--- config.mk ---
export PLATFORM = sky130hd
export DESIGN_NAME = dmem_port_arbiter
export DESIGN_NICKNAME = d
export VERILOG_FILES = /design/src/rtl/dmem_port_arbiter_pkg.sv /design/src/rtl/dmem_port_arbiter_starve_cnt.sv /design/src/rtl/dmem_port_arbiter.sv
export SDC_FILE = /design/constraint.sdc
export NUM_CORES = 1
export LEC_CHECK = 0
export BUFFER_PORTS_ARGS = -buffer_cell sky130_fd_sc_hd__buf_4
export CAP_MARGIN = 0
export CELL_PAD_IN_SITES_DETAIL_PLACEMENT = 0
export CELL_PAD_IN_SITES_GLOBAL_PLACEMENT = 1
export CORE_UTILIZATION = 22
export CTS_CLUSTER_DIAMETER = 100
export CTS_CLUSTER_SIZE = 12
export DETAILED_ROUTE_END_ITERATION = 7
export PLACE_DENSITY_LB_ADDON = 0.1
export SLEW_MARGIN = 40
export SYNTH_ARGS = -nofsm -noshare
export SYNTH_HDL_FRONTEND = slang
export SYNTH_SLANG_ARGS = --single-unit
export TNS_END_PERCENT = 1
--- constraint.sdc ---
create_clock -name clk -period 1.8 [get_ports clk]
set_input_delay 0 -clock clk [delete_from_list [all_inputs] [get_ports clk]]
set_output_delay 0 -clock clk [all_outputs]
set_load 0.02 [all_outputs]
--- src/rtl/dmem_port_arbiter_pkg.sv ---
// dmem_port_arbiter_pkg
//   Shared types for the data-memory port arbiter: the request bundle that is muxed onto the
//   datamemory port, the registered-owner FSM states, and the combinational grant kinds.
package dmem_port_arbiter_pkg;

    // Request bundle widths are fixed here. The arbiter's DM_ADDRESS/DATA_W defaults follow these
    // values and must stay equal to them.
    localparam int unsigned DMEM_ADDR_W = 9;
    localparam int unsigned DMEM_DATA_W = 32;

    typedef struct packed {
        logic                   rd;
        logic                   wr;
        logic [DMEM_ADDR_W-1:0] addr;
        logic [DMEM_DATA_W-1:0] wdata;
        logic [2:0]             func3;
    } dmem_req_t;

    // Owner of the memory port in the previous cycle.
    typedef enum logic [1:0] {
        ARB_IDLE,
        ARB_CORE,
        ARB_DBG_RD,
        ARB_DBG_WR
    } arb_state_e;

    // Owner of the memory port in the current cycle (combinational).
    typedef enum logic [1:0] {
        GNT_NONE,
        GNT_CORE,
        GNT_DBG
    } arb_grant_e;

    // The FSM's next state is simply the kind of grant made this cycle.
    function automatic arb_state_e grant_to_state(input arb_grant_e grant, input logic dbg_we);
        arb_state_e st;
        unique case (grant)
            GNT_CORE: st = ARB_CORE;
            GNT_DBG:  st = dbg_we ? ARB_DBG_WR : ARB_DBG_RD;
            default:  st = ARB_IDLE;
        endcase
        return st;
    endfunction

endpackage

--- src/rtl/dmem_port_arbiter_starve_cnt.sv ---
// arb_starve_cnt
//   Counts consecutive cycles in which a valid dbg request was refused because the core won the
//   port. When the count reaches MAX_WAIT, force_dbg asks the arbiter to grant dbg once.
// Ports
//   clk        in   clock
//   reset      in   synchronous, active-high reset
//   inc        in   dbg was valid but the core was granted this cycle
//   clr        in   dbg was granted, or dbg is not requesting
//   force_dbg  out  wait count has reached MAX_WAIT
module arb_starve_cnt #(
    parameter int unsigned MAX_WAIT = 4
) (
    input  logic clk,
    input  logic reset,
    input  logic inc,
    input  logic clr,
    output logic force_dbg
);

    localparam int unsigned CW = $clog2(MAX_WAIT + 1);

    logic [CW-1:0] wait_q;
    logic [CW-1:0] wait_d;

    assign force_dbg = (wait_q == CW'(MAX_WAIT));

    always_comb begin
        wait_d = wait_q;
        if (clr) begin
            wait_d = '0;
        end else if (inc && !force_dbg) begin
            wait_d = wait_q + 1'b1;
        end
    end

    always_ff @(posedge clk) begin
        if (reset) begin
            wait_q <= '0;
        end else begin
            wait_q <= wait_d;
        end
    end

endmodule

--- src/rtl/dmem_port_arbiter.sv ---
// dmem_port_arbiter
//   Shares the single data-memory port between the MEM stage (core) and a debug/loader master
//   (dbg). The core has priority unless it is halted or dbg has been refused MAX_WAIT cycles in
//   a row, in which case dbg wins one cycle and the core is stalled. Dbg reads return their data
//   through a registered response one cycle after the grant.
// Ports
//   clk, reset                      clock, synchronous active-high reset
//   core_rd/wr/addr/wdata/func3     MEM-stage request
//   core_halt                       core halted: dbg has absolute priority
//   core_stall                      core request refused this cycle
//   core_rdata                      mem_rdata when the core is granted, else 0
//   dbg_valid/we/addr/wdata/func3   dbg request
//   dbg_ready                       dbg request accepted this cycle
//   dbg_rvalid, dbg_rdata           registered dbg read response
//   mem_rd/wr/addr/wdata/func3      to datamemory
//   mem_rdata                       from datamemory (combinational read)
//   stall_count                     saturating count of core_stall cycles
module dmem_port_arbiter
    import dmem_port_arbiter_pkg::*;
#(
    parameter int unsigned DM_ADDRESS = DMEM_ADDR_W,
    parameter int unsigned DATA_W     = DMEM_DATA_W,
    parameter int unsigned MAX_WAIT   = 4,
    parameter int unsigned CNT_W      = 16
) (
    input  logic                  clk,
    input  logic                  reset,
    input  logic                  core_rd,
    input  logic                  core_wr,
    input  logic [DM_ADDRESS-1:0] core_addr,
    input  logic [DATA_W-1:0]     core_wdata,
    input  logic [2:0]            core_func3,
    input  logic                  core_halt,
    output logic                  core_stall,
    output logic [DATA_W-1:0]     core_rdata,
    input  logic                  dbg_valid,
    input  logic                  dbg_we,
    input  logic [DM_ADDRESS-1:0] dbg_addr,
    input  logic [DATA_W-1:0]     dbg_wdata,
    input  logic [2:0]            dbg_func3,
    output logic                  dbg_ready,
    output logic                  dbg_rvalid,
    output logic [DATA_W-1:0]     dbg_rdata,
    output logic                  mem_rd,
    output logic                  mem_wr,
    output logic [DM_ADDRESS-1:0] mem_addr,
    output logic [DATA_W-1:0]     mem_wdata,
    output logic [2:0]            mem_func3,
    input  logic [DATA_W-1:0]     mem_rdata,
    output logic [CNT_W-1:0]      stall_count
);

    logic       core_req;
    logic       force_dbg;
    arb_grant_e grant;
    arb_state_e state_q;
    arb_state_e state_d;
    dmem_req_t  req_core;
    dmem_req_t  req_dbg;
    dmem_req_t  req_mem;

    logic [DATA_W-1:0] dbg_rdata_q;
    logic [CNT_W-1:0]  stall_count_q;

    assign core_req = core_rd | core_wr;

    // Grant decision. A halted core, an idle core, or a starved dbg master all hand the port to
    // dbg; otherwise any core request wins.
    always_comb begin
        grant = GNT_NONE;
        if (dbg_valid && (core_halt || !core_req || force_dbg)) begin
            grant = GNT_DBG;
        end else if (core_req) begin
            grant = GNT_CORE;
        end
    end

    assign core_stall = core_req && (grant != GNT_CORE);
    assign dbg_ready  = (grant == GNT_DBG);
    assign core_rdata = (grant == GNT_CORE) ? mem_rdata : '0;

    arb_starve_cnt #(
        .MAX_WAIT (MAX_WAIT)
    ) u_starve (
        .clk       (clk),
        .reset     (reset),
        .inc       (dbg_valid && (grant == GNT_CORE)),
        .clr       (!dbg_valid || (grant == GNT_DBG)),
        .force_dbg (force_dbg)
    );

    // Memory port mux. An idle port drives all-zero fields so datamemory sees no stale address.
    always_comb begin
        req_core = '{
            rd:    core_rd,
            wr:    core_wr,
            addr:  core_addr,
            wdata: core_wdata,
            func3: core_func3
        };
        req_dbg = '{
            rd:    !dbg_we,
            wr:    dbg_we,
            addr:  dbg_addr,
            wdata: dbg_wdata,
            func3: dbg_func3
        };
        req_mem = '0;
        unique case (grant)
            GNT_CORE: req_mem = req_core;
            GNT_DBG:  req_mem = req_dbg;
            default:  req_mem = '0;
        endcase
    end

    assign mem_rd    = req_mem.rd;
    assign mem_wr    = req_mem.wr;
    assign mem_addr  = req_mem.addr;
    assign mem_wdata = req_mem.wdata;
    assign mem_func3 = req_mem.func3;

    // Registered owner of the previous cycle.
    always_comb begin
        state_d = grant_to_state(grant, dbg_we);
    end

    always_ff @(posedge clk) begin
        if (reset) begin
            state_q <= ARB_IDLE;
        end else begin
            state_q <= state_d;
        end
    end

    // Read data is captured on the edge that enters ARB_DBG_RD and held until the next dbg read.
    always_ff @(posedge clk) begin
        if (reset) begin
            dbg_rdata_q <= '0;
        end else if (state_d == ARB_DBG_RD) begin
            dbg_rdata_q <= mem_rdata;
        end
    end

    assign dbg_rvalid = (state_q == ARB_DBG_RD);
    assign dbg_rdata  = dbg_rdata_q;

    always_ff @(posedge clk) begin
        if (reset) begin
            stall_count_q <= '0;
        end else if (core_stall && (stall_count_q != '1)) begin
            stall_count_q <= stall_count_q + 1'b1;
        end
    end

    assign stall_count = stall_count_q;

    core_rd_wr_exclusive : assert property (@(posedge clk) disable iff (reset)
        !(core_rd && core_wr));

    mem_rd_wr_exclusive : assert property (@(posedge clk) disable iff (reset)
        !(mem_rd && mem_wr));

endmodule
==> impl.org <==
** Status
- Run status :: complete, but fails checks
- Violated checks :: setup timing

** Synthesis
- The number of different library cells used by synthesis comes to 43.
- The average instance in the mapped netlist occupies 7.91 um^2.
- Post-synthesis instance area :: 2850 um^2
- Cells after Synth :: 360
- Flop and latch count out of synthesis :: 53
- Counting flops with an async set or reset pin after synthesis yields a share of 0.
- For this run, the number of Yosys warnings is 0.
- In the synthesized netlist the dominant register cell turns out to be sky130_fd_sc_hd__dfxtp_1.
- Share of the yosys chip area belonging to registers :: 0.373
- Number of synthesized flops with an enable pin :: 0
- Post-synthesis net count :: 490

** Critical path
- Type of the worst setup path :: reg2reg
- Worst setup slack for register-to-register paths :: -0.05 ns
- Count of buffer and inverter cells on the critical path :: 3
- The most critical setup path has its startpoint at u_starve.wait_q[1]$_SDFFE_PP0P_.
- The signal on the critical path passes through inv_2 > ha_4 > a21oi_4 > buf_6 > or3_4 > buf_6 > or4_4 > a21oi_2.
- Type of destination of the critical path :: register
- Type of origin of the critical path :: register
- The worst register-to-register path begins at u_starve.wait_q[1]$_SDFFE_PP0P_.
- In this design, the critical path's most frequently occurring cell is sky130_fd_sc_hd__buf_6.
- Depth of the most critical reg-to-reg path :: 8
- The endpoint identified for the worst register-to-register timing path is stall_count[10]$_SDFFE_PP0P_.
- Data arrives at the worst endpoint at 2.08 ns.
- For the worst setup path, the data required time is 2.03 ns.
- On the worst path, the slowest cell contributes a delay of 0.41 ns.
- Of all nets on the critical path, the largest fanout is 4.
- In this design, the largest share of critical-path delay is due to simple AND/OR/NAND/NOR gates.
- The slowest stage of the critical path belongs to the cell sky130_fd_sc_hd__or3_4.

** STA
- WHS :: 0.0582 ns
- Adding up every negative setup slack in the final design gives -0.439 ns.
- The number of hold violations in the final report came to 0.
- Relative slew slack :: 0.763
- Setup slack on the critical path of the routed design comes to -0.0502 ns.
- Setup violations remaining at the end of the flow were counted as 35.
- Period minus WS final :: 1.85 ns
- Setup repair after global routing could not meet its margin everywhere.
- Max frequency :: 540 MHz
- Slew Viols, Final :: 0
- Dividing the final minimum period by the clock period gives 1.03.
- For the final database, setup skew stands at 0.00407 ns.
- Pin slew with the least headroom to its limit :: 0.355 ns

** Pwr
- Switching power :: 1.08 mW
- Fraction of power consumed by the clock network :: 0.264
- Power density of the placed cells :: 566 nW/um^2
- Sequential share of power :: 0.344
- Of the total power, combinational logic draws 0.392.
- Total leakage power :: 2.87 nW
- Across the VDD grid, the largest voltage drop is 0.338 mV.
- The internal portion of the total power is 2.47 mW.
- Of the total power, the share spent switching nets is 0.305.
- The design draws 3.55 mW.

** Cells and area
- Excluding fillers, the count of instances in the completed layout stands at 838.
- In the final layout, the share of cells above drive strength 1 is 0.524.
- Fill cells in the final layout number 1244.
- Compared with the post-synthesis result, the final layout area differs by 120%.
- The net count of the finished layout is 795.
- Number of diodes :: 0

** Die
- Chip width :: 116 um
- Die outline height :: 116 um
- The core region is 12600 um^2.
- Effective utilization at floorplan :: 0.226
- Count of standard-cell rows :: 41
- The floorplan step defined a die boundary enclosing 13400 um^2.
- 256 I/O pins were placed.

** CTS
- The clock passes through at most 2 buffers.
- Clock slew seen by the registers of the worst setup and hold paths :: 0.06 ns
- At the later pin of the worst-skew pair, clock insertion delay measures 0.29 ns.
- The cell sitting at the root of the clock tree is a sky130_fd_sc_hd__clkbuf_16.
- TritonCTS created 5 clock buffers.
- TritonCTS built the clock tree.
- The H-tree was split into 2 levels.
- Sinks on the clock net :: 53

** Drt
- Using the TritonRoute via totals, the vias-per-cell ratio works out to 4.60.
- Per-cell routed wire length :: 16.6 um
- Remaining antenna violation count after routing :: 0
- Final routed wirelength across all metal layers :: 13900 um
- For this block, the initial DRC count from the detailed router was 139.
- Drt first pass iters :: 6
- The final route contains 3857 vias.
- DRC violation count after routing :: 0

** Min path
- Worst hold path cell count :: 3
- Hold Path Origin :: dbg_valid
- Sink of the worst hold path :: u_starve.wait_q[1]$_SDFFE_PP0P_
- The tightest min-delay check is of the in2reg type.

** Place
- Once placement completed, the tool counted placed cells totaling 783.
- Buffers added on ports :: 255
- Routability-driven placement finished with a final weighted congestion of 0.821.
- The HPWL after detailed placement is 9900 um.

** Flow run
- Max-cap violations :: 0

** GRT
- First-pass GRT wire length :: 19300 um
- Number of global-route vias before repair :: 3536
- Largest net degree at the start of global routing :: 33
- For this run, the total global-route usage over all layers was measured as 0.192.
- After global routing the overflow that remains totals 0.
- Antenna violations before repair :: 0
-- synth_stat cells, drive strengths merged, types with 2 or more instances --
master / number / share of area
nor4: 7 / 0.018
ha: 3 / 0.013
a211oi: 2 / 0.0053
a21oi: 41 / 0.073
mux2: 5 / 0.020
nor2b: 5 / 0.011
nand4: 5 / 0.013
inv: 8 / 0.011
o21ai: 3 / 0.0053
a22o: 44 / 0.14
or4: 4 / 0.011
nor3: 5 / 0.0088
or2: 2 / 0.0044
nand2: 72 / 0.095
nor2: 10 / 0.013
o311ai: 2 / 0.0062
nand3: 6 / 0.011
clkbuf: 16 / 0.021
and2: 33 / 0.073
o41ai: 3 / 0.0092
dfxtp: 53 / 0.37
o31ai: 4 / 0.011
buf: 12 / 0.020
or3: 3 / 0.0066
-- layout by cell type (no fill, tap or decap), types with 4 or more instances in the layout --
master,n
sky130_fd_sc_hd__clkbuf_16,6
sky130_fd_sc_hd__and2_4,14
sky130_fd_sc_hd__o31ai_1,4
sky130_fd_sc_hd__a21oi_1,37
sky130_fd_sc_hd__inv_1,6
sky130_fd_sc_hd__nor2_1,10
sky130_fd_sc_hd__dfxtp_1,48
sky130_fd_sc_hd__nor2b_1,5
sky130_fd_sc_hd__and2_1,19
sky130_fd_sc_hd__a22o_1,43
sky130_fd_sc_hd__buf_6,71
sky130_fd_sc_hd__nand3_1,4
sky130_fd_sc_hd__buf_12,6
sky130_fd_sc_hd__nand2_1,72
sky130_fd_sc_hd__dlygate4sd3_1,33
sky130_fd_sc_hd__nand4_1,4
sky130_fd_sc_hd__buf_4,211
-- sequential cells by signal, summed over array words and instances (netlist names) --
| register | cells |
|---|---|
| state_q | 2 |
| u_starve.wait_q | 3 |
| stall_count | 16 |
| dbg_rdata | 32 |
-- power groups by stage --
stage	clock network [mW]	logic, mW	registers, mW
6_report	0.938	1.39	1.22
5_1_grt	1.04	1.47	1.23
4_1_cts	0.986	1.35	1.22
3_5_place_dp	0	1.13	1.25
3_3_place_gp	0	1.13	1.25
2_1_floorplan	0	0.469	1.29
-- cell type report --
class                           instances  area [um^2]  share of cell area
Inverter                                8         30.0             0.00479
Tap cell                              172          215              0.0343
Multi-Input combinational cell        271         1860               0.297
Timing Repair Buffer                  326         2960               0.471
Sequential cell                        53         1070               0.171
Clock buffer                            6          129              0.0205
Clock inverter                          2         10.0             0.00160
-- stage by stage --
step | util | setup slack, ns | cell area (um^2)
finish | 0.497 | -0.0502 | 6270
global route | 0.497 | -0.118 | 6270
CTS | 0.482 | -0.0659 | 6080
detailed placement | 0.412 | -0.117 | 5200
global placement | 0.412 | -0.0652 | 5200
floorplan | - | -0.0823 | 2920
-- cell families (layout without fill, tap and decap cells) --
family | after synthesis | in the layout | synth area share
multiplexers | 6 | 6 | 0.0233
flip-flops | 53 | 53 | 0.373
adder cells (fa/ha/maj) | 3 | 3 | 0.0132
AO/OA/AOI/OAI | 107 | 107 | 0.267
XOR/XNOR | 1 | 1 | 0.00308
AND/OR/NAND/NOR | 154 | 154 | 0.269
buffers and inverters | 36 | 342 | 0.0514
-- routing by layer --
layer / track usage / vias up / share of wire
met5: 0 / - / 0
met4: 0.0479 / 0 / 0.013
met3: 0.0513 / 10 / 0.078
met2: 0.366 / 135 / 0.53
met1: 0.209 / 1819 / 0.38
li1: - / 1893 / -
-- tightest hold or removal path: stages --
cell                      delay, ns
sky130_fd_sc_hd__buf_4         0.14
sky130_fd_sc_hd__nand4_1       0.13
sky130_fd_sc_hd__nor2_1        0.05
-- worst max path at each step --
| stage | endpoint | slack (ns) | cells past startpoint |
|---|---|---|---|
| final | stall_count[10]$_SDFFE_PP0P_ | -0.05 | 8 |
| after global routing | mem_wdata[14] | -0.12 | 8 |
| after CTS | core_rdata[13] | -0.07 | 8 |
| after detailed placement | stall_count[13]$_SDFFE_PP0P_ | -0.12 | 6 |
| after global placement | stall_count[13]$_SDFFE_PP0P_ | -0.07 | 6 |
| after floorplan | stall_count[12]$_SDFFE_PP0P_ | -0.08 | 6 |
-- what timing repair did --
item | in CTS | in global routing
gates resized for setup | 68 | 48
endpoints found under the hold margin | 33 | 0
buffers inserted | 8 | 2
pin swaps | 49 | 37
gates cloned | 4 | 1
hold buffers | 33 | 0
endpoints found under the setup margin | 86 | 91
Note: power is estimated with default switching activity, not from simulation.
